$ cat config.mk
export PLATFORM = sky130hd
export DESIGN_NAME = mips_checkpoint_monitor
export DESIGN_NICKNAME = d
export VERILOG_FILES = /design/src/rtl/mips_checkpoint_monitor.sv
export SDC_FILE = /design/constraint.sdc
export NUM_CORES = 1
export LEC_CHECK = 0
export CORE_MARGIN = 8
export CORE_UTILIZATION = 60
export CTS_CLUSTER_SIZE = 16
export DETAILED_ROUTE_END_ITERATION = 6
export GPL_ROUTABILITY_DRIVEN = 1
export PLACE_DENSITY = 0.95
export SETUP_SLACK_MARGIN = 0.4
export SLEW_MARGIN = 0
export SYNTH_ARGS = -nofsm -noshare
export SYNTH_HDL_FRONTEND = slang
export SYNTH_SLANG_ARGS = --single-unit
$ cat constraint.sdc
create_clock -name clk -period 15.3 [get_ports clk]
set_clock_uncertainty 0.1 [all_clocks]
set_input_delay 3.06 -clock clk [delete_from_list [all_inputs] [get_ports clk]]
set_output_delay 3.06 -clock clk [all_outputs]
set_load 0.01 [all_outputs]
$ cat src/rtl/mips_checkpoint_monitor.sv
// ---------------------------------------------------------------------------
// mips_checkpoint_monitor
//   Self-check sequencer for the MIPS single-cycle core. It owns the core
//   reset and counts cycles from reset release. It walks a programmable
//   table of timed checkpoints and compares one probe channel per entry
//   against an expected value. It reports pass/fail, the number of
//   mismatches and the first failing entry.
//
//   Optional feature macro: CHECK_STOP_ON_FAIL_EN
//     defined   : the first failure ends the run. fail_count is then 1.
//     undefined : every entry is checked, and every failure is counted.
//
//   Timeout rule: once cycle_count reaches all-ones, the entry currently at
//   the pointer is still compared (it is necessarily due). Every entry after
//   it is counted as a failure, and the run ends.
// ---------------------------------------------------------------------------
module mips_checkpoint_monitor #(
  parameter int DATA_W       = 32,
  parameter int NUM_PROBES   = 4,   // >= 2
  parameter int NUM_CHECKS   = 8,   // >= 2
  parameter int CYC_W        = 16,
  parameter int RESET_CYCLES = 2    // >= 1
) (
  input  logic                            clk,
  input  logic                            reset,
  input  logic                            cfg_we,
  input  logic [$clog2(NUM_CHECKS)-1:0]   cfg_idx,
  input  logic [CYC_W-1:0]                cfg_cycle,
  input  logic [$clog2(NUM_PROBES)-1:0]   cfg_probe,
  input  logic [DATA_W-1:0]               cfg_expected,
  input  logic [$clog2(NUM_CHECKS):0]     cfg_num,
  input  logic                            start,
  input  logic [NUM_PROBES*DATA_W-1:0]    probe_data,
  output logic                            core_reset,
  output logic                            busy,
  output logic                            done,
  output logic                            pass,
  output logic [$clog2(NUM_CHECKS):0]     fail_count,
  output logic [$clog2(NUM_CHECKS)-1:0]   first_fail_idx,
  output logic [DATA_W-1:0]               first_fail_val,
  output logic [CYC_W-1:0]                cycle_count
);

  localparam int IDX_W = $clog2(NUM_CHECKS);
  localparam int PS_W  = $clog2(NUM_PROBES);
  localparam int FC_W  = $clog2(NUM_CHECKS) + 1;
  localparam int HC_W  = (RESET_CYCLES > 1) ? $clog2(RESET_CYCLES) : 1;

  localparam logic [HC_W-1:0] HOLD_LAST   = HC_W'(RESET_CYCLES - 1);
  localparam logic [FC_W-1:0] NUM_CHECK_V = FC_W'(NUM_CHECKS);

  typedef enum logic [1:0] {
    S_IDLE,   // core held in reset, waiting for start
    S_HOLD,   // core reset asserted for RESET_CYCLES cycles
    S_RUN,    // core running, checkpoints being consumed
    S_DONE    // core frozen, results stable
  } state_t;

  // Checkpoint table
  logic [CYC_W-1:0]  r_tbl_cycle [NUM_CHECKS];
  logic [PS_W-1:0]   r_tbl_probe [NUM_CHECKS];
  logic [DATA_W-1:0] r_tbl_exp   [NUM_CHECKS];

  // Run state
  state_t            r_state;
  state_t            w_state_nxt;
  logic [HC_W-1:0]   r_hold_cnt;
  logic [FC_W-1:0]   r_num;       // entries active in this run (clamped)
  logic [FC_W-1:0]   r_ptr;       // next entry to check
  logic [CYC_W-1:0]  r_cycle;
  logic [FC_W-1:0]   r_fail_cnt;
  logic [IDX_W-1:0]  r_ff_idx;
  logic [DATA_W-1:0] r_ff_val;

  // Current-entry decode and compare
  logic [IDX_W-1:0]  w_ptr_idx;
  logic [CYC_W-1:0]  w_ent_cycle;
  logic [PS_W-1:0]   w_ent_probe;
  logic [DATA_W-1:0] w_ent_exp;
  logic [DATA_W-1:0] w_probe_val;
  logic              w_probe_ok;  // selected channel exists
  logic              w_due;
  logic              w_sat;
  logic              w_last;
  logic              w_mismatch;
  logic              w_timeout;   // later entries can no longer be reached
  logic [FC_W-1:0]   w_left;      // entries after the current one
  logic [FC_W-1:0]   w_fail_inc;
  logic              w_start_run;
  logic              w_busy;

  assign w_busy      = (r_state == S_HOLD) || (r_state == S_RUN);
  assign w_ptr_idx   = r_ptr[IDX_W-1:0];
  assign w_ent_cycle = r_tbl_cycle[w_ptr_idx];
  assign w_ent_probe = r_tbl_probe[w_ptr_idx];
  assign w_ent_exp   = r_tbl_exp[w_ptr_idx];

  // Table write port. The host cannot change entries while a run uses them.
  // NOTE: the table has no reset. Its contents survive reset by design, and
  // leaving a RAM unreset lets it map onto block/distributed memory.
  always_ff @(posedge clk) begin
    if (cfg_we && !w_busy) begin
      r_tbl_cycle[cfg_idx] <= cfg_cycle;
      r_tbl_probe[cfg_idx] <= cfg_probe;
      r_tbl_exp[cfg_idx]   <= cfg_expected;
    end
  end

  // Probe channel mux. A selector with no matching channel flags the entry bad.
  // NOTE: every output of a combinational block gets a default first, so no
  // path through the block leaves a value unassigned (which would infer a latch).
  always_comb begin
    w_probe_val = '0;
    w_probe_ok  = 1'b0;
    for (int k = 0; k < NUM_PROBES; k++) begin
      if (w_ent_probe == PS_W'(k)) begin
        w_probe_val = probe_data[k*DATA_W +: DATA_W];
        w_probe_ok  = 1'b1;
      end
    end
  end

  // Checkpoint evaluation for the entry at the pointer.
  always_comb begin
    w_due      = (r_state == S_RUN) && (r_cycle >= w_ent_cycle);
    w_sat      = &r_cycle;
    w_last     = ((r_ptr + FC_W'(1)) == r_num);
    w_left     = r_num - r_ptr - FC_W'(1);
    w_mismatch = w_due && (!w_probe_ok || (w_probe_val != w_ent_exp));
    w_timeout  = w_due && w_sat && !w_last;
`ifdef CHECK_STOP_ON_FAIL_EN
    w_fail_inc = (w_mismatch || w_timeout) ? FC_W'(1) : FC_W'(0);
`else
    w_fail_inc = (w_mismatch ? FC_W'(1) : FC_W'(0)) +
                 (w_timeout  ? w_left   : FC_W'(0));
`endif
  end

  // Sequencer next-state logic.
  always_comb begin
    w_state_nxt = r_state;
    w_start_run = 1'b0;
    case (r_state)
      S_IDLE, S_DONE: begin
        if (start) begin
          w_state_nxt = S_HOLD;
          w_start_run = 1'b1;
        end
      end
      S_HOLD: begin
        if (r_hold_cnt == HOLD_LAST) begin
          w_state_nxt = (r_num == '0) ? S_DONE : S_RUN;
        end
      end
      S_RUN: begin
        if (w_due && (w_last || w_sat)) begin
          w_state_nxt = S_DONE;
        end
`ifdef CHECK_STOP_ON_FAIL_EN
        else if (w_mismatch) begin
          w_state_nxt = S_DONE;
        end
`endif
      end
      default: w_state_nxt = S_IDLE;
    endcase
  end

  // State register.
  // NOTE: sequential state uses non-blocking assignments, so every flop
  // samples values from before the edge, whatever order the blocks run in.
  always_ff @(posedge clk) begin
    if (reset) begin
      r_state <= S_IDLE;
    end else begin
      r_state <= w_state_nxt;
    end
  end

  // Run datapath: hold timer, pointer, cycle counter and failure record.
  always_ff @(posedge clk) begin
    if (reset) begin
      r_hold_cnt <= '0;
      r_num      <= '0;
      r_ptr      <= '0;
      r_cycle    <= '0;
      r_fail_cnt <= '0;
      r_ff_idx   <= '0;
      r_ff_val   <= '0;
    end else if (w_start_run) begin
      r_hold_cnt <= '0;
      r_num      <= (cfg_num > NUM_CHECK_V) ? NUM_CHECK_V : cfg_num;
      r_ptr      <= '0;
      r_cycle    <= '0;
      r_fail_cnt <= '0;
      r_ff_idx   <= '0;
      r_ff_val   <= '0;
    end else if (r_state == S_HOLD) begin
      r_hold_cnt <= r_hold_cnt + HC_W'(1);
    end else if (r_state == S_RUN) begin
      if (w_due) begin
        r_ptr <= r_ptr + FC_W'(1);
      end
      // The counter freezes on the edge that leaves RUN, so DONE shows the
      // cycle of the final check.
      if ((w_state_nxt == S_RUN) && !w_sat) begin
        r_cycle <= r_cycle + CYC_W'(1);
      end
      r_fail_cnt <= r_fail_cnt + w_fail_inc;
      if (r_fail_cnt == '0) begin
        if (w_mismatch) begin
          r_ff_idx <= w_ptr_idx;
          r_ff_val <= w_probe_val;
        end else if (w_timeout) begin
          r_ff_idx <= w_ptr_idx + IDX_W'(1);
          r_ff_val <= '0;
        end
      end
    end
  end

  // Outputs decode directly from registered state.
  always_comb begin
    core_reset     = (r_state != S_RUN);
    busy           = w_busy;
    done           = (r_state == S_DONE);
    pass           = (r_state == S_DONE) && (r_fail_cnt == '0);
    fail_count     = r_fail_cnt;
    first_fail_idx = r_ff_idx;
    first_fail_val = r_ff_val;
    cycle_count    = r_cycle;
  end

endmodule

Yosys cells after proc, flatten, opt, wreduce, memory -nomap -nowiden
Memories as Yosys holds them, arrays and structs flattened. A register that Yosys moved wholly into a read port is not among the register bits.
Cells that the tools add are included.
{ "word_totals": {"reg_bits": 66, "latchBits": 0, "ram_bits": 400, "rom_bits": 0, "inputBits": 189, "output_inout_bits": 59, "word_cells": 89, "mem_count": 3} }
{ "op_classes": {"n_addsub": 8, "mul": 0, "div": 0, "order_cmp": 2, "eq_ne": 10, "shifts": 0, "n_mux": 30, "n_bitwise": 1, "reduce_logical": 27} }
{ "mem_list": {"columns": ["memory", "depth", "width", "read_ports", "rd_ports_with_merged_regs", "wr", "line", "source"], "rows": [
  ["r_tbl_exp", 8, 32, 1, 1, 1, "62", "logic [DATA_W-1:0] r_tbl_exp [NUM_CHECKS];"],
  ["r_tbl_cycle", 8, 16, 1, 1, 1, "60", "logic [CYC_W-1:0] r_tbl_cycle [NUM_CHECKS];"],
  ["r_tbl_probe", 8, 2, 1, 1, 1, "61", "logic [PS_W-1:0] r_tbl_probe [NUM_CHECKS];"]
]} }
{ "op_table": {"columns": ["cell", "count"], "rows": [
  ["$mux W32", 6],
  ["$ne A32 B32 Y1", 1],
  ["$mux W3", 8],
  ["$add A16 B1 Y16 const B", 1],
  ["$ge A16 B16 Y1", 1],
  ["$reduce_and A16 Y1", 1],
  ["$eq A2 B2 Y1 const B", 5],
  ["$mux W1", 10],
  ["$logic_and A1 B1 Y1", 8],
  ["$logic_not A4 Y1", 2],
  ["$mux W4", 2],
  ["$mux W2", 3],
  ["$pmux W2 S3", 1],
  ["$reduce_and A3 Y1", 2],
  ["$add A1 B4 Y4", 1],
  ["$add A4 B1 Y4 const B", 1],
  ["$add A4 B4 Y4", 1],
  ["$eq A2 B1 Y1 const B", 2],
  ["$eq A4 B4 Y1", 1],
  ["$gt A4 B4 Y1 const B", 1],
  ["$logic_not A1 Y1", 4],
  ["$logic_not A2 Y1", 2],
  ["$reduce_and A4 Y1", 1],
  ["$reduce_or A2 Y1", 2],
  ["9 further kinds", 11]
]} }

Longest topological paths before layout
{ "depth": {"word_depth": 11, "ltp_mapped": 24, "mapped_depth_nobuf": 19} }

Worst setup path before layout
No wires, ideal clock.
{ "synth_path": {"path_type": "input to register", "start": "in cfg_idx[2]", "end": "mem r_tbl_cycle[1][0] (enable)", "setup_time_ns": 0.520, "t_arrival_ns": 6.720, "t_required_ns": 14.680, "slack_ns": 7.960, "path_stages": 2, "n_path_buf": 0, "path_cell_list": "nand2b_1 -> nor3_1"} }
{ "synth_lines": {"columns": ["item", "line", "source"], "rows": [
  ["start, declared", "27", "input logic [$clog2(NUM_CHECKS)-1:0] cfg_idx,"],
  ["end, declared", "60", null]
]} }
No word-level cell before the write port.

==> results.json <==
{
  "power.total_mw": 2.837,
  "viasPerCell": 6.681,
  "power.leakage_nw": 8.140,
  "die_h_um": 201.9,
  "required_ns": 15.67,
  "tightestPinTransition_ns": 1.353,
  "cts_root_buffer": "clkbuf_16",
  "ir_worst_vdd_v": 0.00008880,
  "synth_seq_area_share_pct": 64.56,
  "syn-cell-area_um2": 20740,
  "post_cts_buffers": 0,
  "cp_data_arrival_time_ns": 7.92,
  "antenna_found_initial": 10,
  "start_kind": "flop",
  "cts_tree": "built",
  "drive_above_1_share_pct": 14.93,
  "syn_avg_cell_area_um2": 16.09,
  "fmax_mhz": 132.4,
  "die_w_um": 201.9,
  "syn_to_final_growth_pct": 21.07,
  "num_rows": 68,
  "ys_top_cells_by_area": "edfxtp_1 (58%), mux4_2 (11%), dfxtp_1 (6.7%)",
  "ys_types": 61,
  "cts-buffers-inserted": 46,
  "cts_sinks": 469,
  "grt_pass1_wl_um": 86010,
  "post-dp-hpwl_um": 36110,
  "synth-main-ff-cell": "edfxtp_1",
  "synth.most_common_cell": "edfxtp_1",
  "yosys-top-cells-count": "edfxtp_1 (400), mux2i_1 (117), mux4_2 (102)",
  "clock_latency_ns": 0.57,
  "ys_warn_count": 0,
  "overflow": 0,
  "fin_setup_tns_ns": 0,
  "cp-end-kind": "flop",
  "async_flop_share_pct": 0,
  "ys_seq_elements": 469,
  "core-area_um2": 34290,
  "period_share_pct": 49.38,
  "cts-resized-gates": 0,
  "period_needed_ns": 7.555,
  "grt_util_all_layers_pct": 27.73,
  "via_count": 13520,
  "first_pass_iters": 6,
  "regArea_um2": 13400,
  "cp_max_fo": 71,
  "syn-num-nets": 1508,
  "wirelength_um": 58630,
  "cts_hold_buf": 0,
  "multi_input_comb_area_um2": 6980,
  "synth_edf_count": 400,
  "finalMaxSlewViolations": 0,
  "io_pins": 248,
  "detail-route-antenna-nets": 0,
  "start_util_pct": 60.50,
  "timing_hold_violations_final": 0,
  "hp-class": "flop to flop",
  "grt_pass1_vias": 13630,
  "status": "finished clean",
  "rsz0062_at_grt": "no",
  "setup_viol": 0,
  "portBuffers": 247,
  "p_per_area_nw_per_um2": 112.9,
  "synth_top_area_cell": "edfxtp_1",
  "nFillCells": 1915,
  "cts_max_path_buffers": 3,
  "max_cap_violations": 0,
  "clk_pin_slew_ns": 0.06,
  "cts_htree_levels": 2,
  "grt_max_degree": 98,
  "routabilityCongestion": 0.9338,
  "synth_top_area_share_pct": 57.90,
  "final_nets": 1742,
  "post_drt_wl_per_cell_um": 28.97,
  "path_class": "flop to flop",
  "drc": 0,
  "drt-initial-drc-count": 1666,
  "maxSlewHeadroom_pct": 9.392,
  "synth_cells": 1289,
  "die-area_um2": 40780
}
-- cell families (layout without fill, tap and decap cells) --
| kind of cell | Yosys count | count (layout) | share of synthesized area [%] |
|---|---|---|---|
| fa+ha+maj | 30 | 30 | 1.918 |
| other cells | 0 | 8 | 0 |
| buf+inv | 100 | 372 | 2.250 |
| mux | 243 | 243 | 18.03 |
| simple gates | 263 | 263 | 6.604 |
| compound gates | 133 | 133 | 4.481 |
| xor+xnor | 51 | 51 | 2.153 |
| flops | 469 | 469 | 64.56 |
-- worst max-delay path: stages, from the launching register on --
cell	delay (ns)
dfxtp_2	0.76
buf_4	0.75
mux4_2	0.48
mux2i_4	0.80
buf_4	0.71
mux2i_1	0.50
a2bb2oi_1	0.27
nand3_1	0.14
a2111o_1	0.32
nor4_1	0.29
and4_2	0.26
buf_4	0.55
nor2_1	0.13
fa_1	0.47
fa_1	0.43
xnor2_1	0.14
a211oi_1	0.25
-- area by class of cell --
| cell class | count | area share [%] |
|---|---|---|
| clock buffer | 59 | 4.977 |
| multi-input combinational | 720 | 27.79 |
| inverter | 19 | 0.2839 |
| sequential | 469 | 53.36 |
| clock inverter | 27 | 0.8020 |
| timing repair buffer | 267 | 10.44 |
| tap | 455 | 2.267 |
| antenna | 8 | 0.07971 |
-- metrics by stage --
step	hold WS [ns]	instance area, um2	instances	worst slack (ns)	utilization (%)
after floorplan	0.3567	20740	1289	7.960	-
after global placement	0.3861	23650	1930	8.058	68.96
after detailed placement	0.3983	23650	1930	7.981	68.96
after CTS	0.4068	25100	2016	7.925	73.19
after global routing	0.4201	25110	2023	7.495	73.24
final	0.4042	25120	2024	7.745	73.25
-- power by group --
part	internal (mW)	switching, mW
logic	0.108	0.168
clock network	0.614	0.481
registers	1.45	0.0210
total	2.17	0.670
-- state kept, by name (all words and copies together), names as in the netlist, named ones only --
signal / flops
r_hold_cnt: 1
r_ptr: 4
first_fail_idx: 3
r_tbl_probe: 16
r_tbl_exp: 256
r_state: 2
first_fail_val: 32
r_tbl_cycle: 128
fail_count: 4
r_num: 4
cycle_count: 16
-- per-layer routing --
| layer | routed length (um) | track usage (%) | part of all wire (%) | vias up |
|---|---|---|---|---|
| met4 | 2387 | 12.18 | 4.1 | 6 |
| li1 | - | - | - | 5638 |
| met1 | 21280 | 35.32 | 36 | 6676 |
| met2 | 28620 | 45.20 | 49 | 1022 |
| met5 | 37 | 0 | 0.063 | - |
| met3 | 6310 | 6.452 | 11 | 181 |
-- cell usage in the layout, fill, tap and decap left out, types with 10 or more instances in the layout --
master / count
mux4_2: 102
nand2_1: 33
buf_4: 20
clkbuf_16: 46
nand4_1: 33
clkdlybuf4s50_1: 247
dfxtp_1: 66
edfxtp_1: 400
mux2i_1: 116
xnor2_1: 33
o211ai_1: 38
nand3_1: 72
nor2_1: 47
inv_1: 19
xor2_1: 18
ha_1: 27
clkinv_1: 10
o21ai_0: 17
mux2_2: 23
a21oi_1: 21
-- final timing paths --
check                      from                  to  slack, ns  cells past startpoint
max                        flop       fail_count[2]       7.74                     16
min          first_fail_val[24]  first_fail_val[24]       0.40                      2
max reg2reg                flop       fail_count[2]       7.74                     16
min reg2reg  first_fail_val[24]  first_fail_val[24]       0.40                      2
(Power assumes the default switching activity.)
